<file path="src/rtl/pe_pkg.sv">
// Shared PE definitions: word width, PE array dimensions, mode codes and loader states.
package pe_pkg;
    localparam int PE_WW    = 16;
    localparam int PE_N_IN  = 16;
    localparam int PE_N_OUT = 4;

    localparam logic [1:0] MODE_WUPD = 2'b00;
    localparam logic [1:0] MODE_FWD  = 2'b01;

    typedef enum logic [1:0] {
        LD_LOAD = 2'd0,
        LD_FIRE = 2'd1,
        LD_WAIT = 2'd2
    } loader_state_e;
endpackage

</file>
<file path="src/rtl/pe_loader_16x4.sv">
// Streams one frame of D then W words into the pe_16x4 operand registers, then pulses ce and waits out the PE latency.
// Optional feature: define PE_LOADER_WSKIP_EN to add w_skip (D-only frames that keep the W registers).
import pe_pkg::*;

module pe_loader_16x4 #(
    parameter int N_D    = PE_N_IN,
    parameter int N_W    = 64,
    parameter int PE_LAT = 2
) (
    input  logic                  clk,
    input  logic                  rst,
    input  logic [PE_WW-1:0]      s_data,
    input  logic                  s_valid,
    output logic                  s_ready,
    input  logic [1:0]            cmd_mode,
`ifdef PE_LOADER_WSKIP_EN
    input  logic                  w_skip,
`endif
    output logic [PE_WW*N_D-1:0]  d_bus,
    output logic [PE_WW*N_W-1:0]  w_bus,
    output logic                  pe_ce,
    output logic [1:0]            pe_mode,
    output logic                  busy,
    output logic                  done,
    output logic [1:0]            dbg_state
);
    localparam int N_TOT = N_D + N_W;
    localparam int CW    = $clog2(N_TOT + 1);
    localparam int LW    = $clog2(PE_LAT + 1);

    localparam logic [1:0] S_LOAD = LD_LOAD;
    localparam logic [1:0] S_FIRE = LD_FIRE;
    localparam logic [1:0] S_WAIT = LD_WAIT;

    logic [1:0]           r_state;
    logic [CW-1:0]        r_count;
    logic [LW-1:0]        r_wait;
    logic [PE_WW*N_D-1:0] r_d;
    logic [PE_WW*N_W-1:0] r_w;
    logic [1:0]           r_mode;
    logic                 w_accept;
    logic                 w_last;
    logic [CW-1:0]        w_last_idx;

`ifdef PE_LOADER_WSKIP_EN
    logic r_skip;
    logic w_skip_now;
    // The skip flag travels with word 0, so that word must see the live input.
    assign w_skip_now = (r_count == '0) ? w_skip : r_skip;
    assign w_last_idx = w_skip_now ? CW'(N_D - 1) : CW'(N_TOT - 1);
`else
    assign w_last_idx = CW'(N_TOT - 1);
`endif

    assign w_accept  = s_valid && s_ready;
    assign w_last    = (r_count == w_last_idx);

    // Status outputs are forced low while rst is held, not just after the first edge.
    assign s_ready   = !rst && (r_state == S_LOAD);
    assign pe_ce     = !rst && (r_state == S_FIRE);
    assign done      = !rst && (r_state == S_WAIT) && (r_wait == LW'(PE_LAT - 1));
    assign busy      = !rst && ((r_state != S_LOAD) || (r_count != '0));
    assign d_bus     = r_d;
    assign w_bus     = r_w;
    assign pe_mode   = r_mode;
    assign dbg_state = r_state;

    always_ff @(posedge clk) begin
        if (rst) begin
            r_state <= S_LOAD;
            r_count <= '0;
            r_wait  <= '0;
            r_d     <= '0;
            r_w     <= '0;
            r_mode  <= MODE_WUPD;
`ifdef PE_LOADER_WSKIP_EN
            r_skip  <= 1'b0;
`endif
        end else begin
            case (r_state)
                S_LOAD: begin
                    if (w_accept) begin
                        for (int k = 0; k < N_D; k++) begin
                            if (r_count == CW'(k)) r_d[PE_WW*k +: PE_WW] <= s_data;
                        end
                        for (int k = 0; k < N_W; k++) begin
                            if (r_count == CW'(N_D + k)) r_w[PE_WW*k +: PE_WW] <= s_data;
                        end
                        if (r_count == '0) begin
                            r_mode <= cmd_mode;
`ifdef PE_LOADER_WSKIP_EN
                            r_skip <= w_skip;
`endif
                        end
                        if (w_last) begin
                            r_count <= '0;
                            r_state <= S_FIRE;
                        end else begin
                            r_count <= r_count + CW'(1);
                        end
                    end
                end
                S_FIRE: begin
                    r_wait  <= '0;
                    r_state <= S_WAIT;
                end
                S_WAIT: begin
                    if (r_wait == LW'(PE_LAT - 1)) r_state <= S_LOAD;
                    else                           r_wait  <= r_wait + LW'(1);
                end
                default: r_state <= S_LOAD;
            endcase
        end
    end
endmodule

</file>
<file path="config.mk">
export PLATFORM = sky130hd
export DESIGN_NAME = pe_loader_16x4
export DESIGN_NICKNAME = d
export VERILOG_FILES = /design/src/rtl/pe_pkg.sv /design/src/rtl/pe_loader_16x4.sv
export SDC_FILE = /design/constraint.sdc
export NUM_CORES = 2
export LEC_CHECK = 0
export CORE_AREA = 2 2 513 515
export CTS_BUF_LIST = sky130_fd_sc_hd__clkbuf_2 sky130_fd_sc_hd__clkbuf_4 sky130_fd_sc_hd__clkbuf_8
export CTS_CLUSTER_DIAMETER = 150
export DETAILED_ROUTE_END_ITERATION = 12
export DIE_AREA = 0 0 515 517
export GPL_TIMING_DRIVEN = 0
export HOLD_SLACK_MARGIN = 0.02
export SKIP_CTS_REPAIR_TIMING = 1
export SYNTH_ARGS = -nofsm -noshare
export SYNTH_HDL_FRONTEND = slang
export SYNTH_SLANG_ARGS = --single-unit
export TNS_END_PERCENT = 30
</file>
<file path="constraint.sdc">
create_clock -name clk -period 2.9 [get_ports clk]
set_clock_uncertainty 0.2 [all_clocks]
set_input_delay 0.58 -clock clk [delete_from_list [all_inputs] [get_ports clk]]
set_output_delay 0.58 -clock clk [all_outputs]
set_load 0.01 [all_outputs]
</file>
==> run metrics <==
status finished with violations; failing checks capacitance limit, slew limit, setup timing; Final Total Pwr around 38 mW; Max clock buf depth 4; final setup margin -422.7 ps; synthesized-area fraction occupied by adder cells 0.001317; FF+latch count, synth between 1000 and 1500; clock buffer count from CTS 230; Switch Pwr 9.640 mW; CTS tree done; power per unit of standard cell area around 540 nW/um^2; sinks on the clock net between 1000 and 1500; compound-gate portion of the synthesized area 0.02850; routing usage on met3 0.05969; Reg clk slew, reported paths ~60 ps; effective utilization at floorplan 0.1819; setup repair after global routing missed its margin true; critical register-to-register path startpoint r_count[0]$_SDFFE_PP0P_; internal power of the cells approximately 29 mW; clock share of power 0.488; Critical Path, Cell by Cell buf_6 -> dlygate4sd3_1 -> clkbuf_1 -> nor3b_1 -> clkbuf_4; Hold Violations, Final 0; GRT Overall Usage 0.1881; Critical R2R Capture d_bus[206]$_SDFFE_PP0P_; worst path required time around 2100 ps; residual overflow from global routing 0; number of different library cells in the post-synthesis netlist between 40 and 50; startpoint types input port; relative slew slack -0.006995; area delta synth->final 49.23%; count of mapped cells out of synthesis ~4500; origin of the worst setup path rst; final antenna-violating net count 0; largest area contributor in the synthesized netlist dfxtp_1; worst min-delay path class in -> reg; minimum clock period after layout about 3300 ps; routability congestion estimate from global placement ~0.87; xor and xnor fraction of the mapped netlist area 0.0001844; mux share of post-synthesis cell area 0.2514; deepest level of the CTS H-tree 4; slowest stage cell on the critical path dlygate4sd3_1; total detailed-routing wirelength approximately 260000 microns; Post-Synthesis Cell Area between 40000 and 50000 sq um; first-pass GRT wire length about 350000 microns; DRC viols 0; antenna violations before repair 28; Data arrival, critical path about 2500 ps; fraction of final layout cells with drive strength greater than 1 0.1123; EDFF count, synth 0; average size of a mapped cell approximately 11 sq um; placed wire-length estimate a little over 200000 microns; commonest cells after routing, fill and taps aside dfxtp_1, clkdlybuf4s50_1, nand2_1, mux2i_1, clkbuf_8; library cell used as clock root buffer clkbuf_8; Critical Path Fanout Max 10; Worst VDD drop roughly 440 uV; cell types with the largest area share after synthesis dfxtp_1, mux2i_1, nand2_1; drt pass-1 iters 5; fraction of met1 tracks used by global routing 0.2154; vias in the first global route 41010; MaxCap Viol Count 1; combinational share of power 0.047; average detailed-routed wire length per instance approximately 27 microns; Buffers on Ports about 1300; # fillers 27338; largest net degree at the start of global routing 19; DIE AREA between 200000 and 300000 sq um; met2 usage in global routing 0.3216; share of synthesized registers carrying an async set or reset 0; standard cell core area approximately 260000 sq um; Clk Latency, worst-skew pair 1010 ps; flop-to-flop setup slack about 30 ps; Top FF cell, synth dfxtp_1; vias per inst about 4.2; Placement Rows about 190; net count after synthesis between 4000 and 5000; delay contributed by the slowest stage of the critical path ~710 ps; kind of end point of the critical path output port; max-slew violation count 11; Leakage Power ~32 nW; logic depth of the worst register-to-register path 7; DIE WIDTH about 520 microns; # IOs 1309; simple-gate share of the synthesized area 0.1280; transition time at the pin with the least slew margin approximately 1500 ps; number of setup violations in the final report 3; layer with the highest usage after global routing met2; Placed Cells between 9000 and 10000; Yosys Warn Count 0; number of nets at the end of the flow between 6000 and 7000; post-synth top area share 0.5449; final std cells w/o fill between 9000 and 10000; end point of the critical path pe_ce; fraction of power consumed by sequential logic 0.465; part of the cycle the worst path needs 1.146; via total after detailed routing ~41000; First DRT Iteration DRCs ~2700; kind of critical path in -> out; die boundary height 517 microns; switching fraction of total power 0.2519; combinational family with the most area after synthesis multiplexers; commonest non-fill, non-tap cell in the layout dfxtp_1; highest attainable clock frequency approximately 0.3 GHz; proportion of synthesized chip area in sequential cells 0.5449
==> how the worst min path moves through the flow <==
stage / to / slack (ps) / start / cells past startpoint
after global routing: r_count[1]$_SDFFE_PP0P_ / 120 / rst / 3
final: r_count[1]$_SDFFE_PP0P_ / 210 / rst / 3
after CTS: r_count[1]$_SDFFE_PP0P_ / -440 / rst / 2
after floorplan: r_wait[1]$_SDFFE_PP0P_ / 240 / r_wait[1]$_SDFFE_PP0P_ / 2
after global placement: w_bus[682]$_SDFFE_PP0P_ / 240 / w_bus[682]$_SDFFE_PP0P_ / 2
after detailed placement: w_bus[841]$_SDFFE_PP0P_ / 250 / w_bus[841]$_SDFFE_PP0P_ / 2
==> cells by family (layout without fill, tap and decap cells) <==
| family | count (synthesis) | in the layout |
|---|---|---|
| XOR/XNOR | 1 | 1 |
| buffers and inverters | 431 | 2189 |
| flip-flops | 1293 | 1293 |
| other | 0 | 24 |
| AO/OA/AOI/OAI | 198 | 198 |
| AND/OR/NAND/NOR | 1347 | 1347 |
| multiplexers | 1193 | 1193 |
| adder cells (fa/ha/maj) | 5 | 5 |
==> power by group through the flow <==
stage          clock, mW  combinational, mW  sequential [mW]
5_1_grt             19.8               1.86             17.8
2_1_floorplan          0              0.642             18.2
3_3_place_gp           0               1.73             18.2
3_5_place_dp           0               1.80             18.2
4_1_cts             19.0               1.80             17.8
6_report            18.7               1.80             17.8
==> cells in the mapped netlist, types with 18 or more instances <==
master	n
dfxtp_1	1293
nand2_1	1214
mux2i_1	1192
clkbuf_1	303
o311ai_0	89
o21ai_0	70
buf_6	53
buf_2	48
nand3_4	37
nand3_2	35
o21ai_1	22
buf_4	18
==> final cells by class <==
cell class	count	area [sq um]	area share
diodes	24	60.06	0.0008471
plain buffers	423	2192	0.03092
clock buffers	371	4712	0.06646
clock inverters	39	324.1	0.004571
inverters	6	22.52	0.0003177
multi-input cells	2744	19660	0.2773
flip-flops and latches	1293	25890	0.3652
well taps	3420	4279	0.06036
repair buffers	1350	13760	0.1940
==> critical path, delay by kind of cell <==
family	cells	cell delay, ps
buffers and inverters	4	1510
and+or+nand+nor	1	450
==> through the flow <==
stage	setup WS [ps]	hold WS [ps]	setup TNS (ps)	cell area [sq um]	utilization
CTS	-1613	-443.7	-48650	70290	0.2692
global route	-515.9	117.3	-1366	70860	0.2714
finish	-422.7	207.6	-786.6	70900	0.2715
global placement	-2999	244.0	-2122320	64870	0.2484
detailed placement	-752.3	250.2	-464060	65250	0.2499
floorplan	647.2	244.8	0	47510	-
==> routing by layer <==
layer | wire length (microns) | vias up
met1 | 103200 | 20186
li1 | - | 18281
met3 | 22450 | 482
met4 | 10960 | 0
met2 | 126300 | 1971
met5 | 0 | -
==> registers in the layout, summed over array words and instances (netlist names) <==
signal,count
d_bus,256
dbg_state,2
pe_mode,2
r_count,7
r_wait,2
w_bus,1024
(Power assumes the default switching activity.)
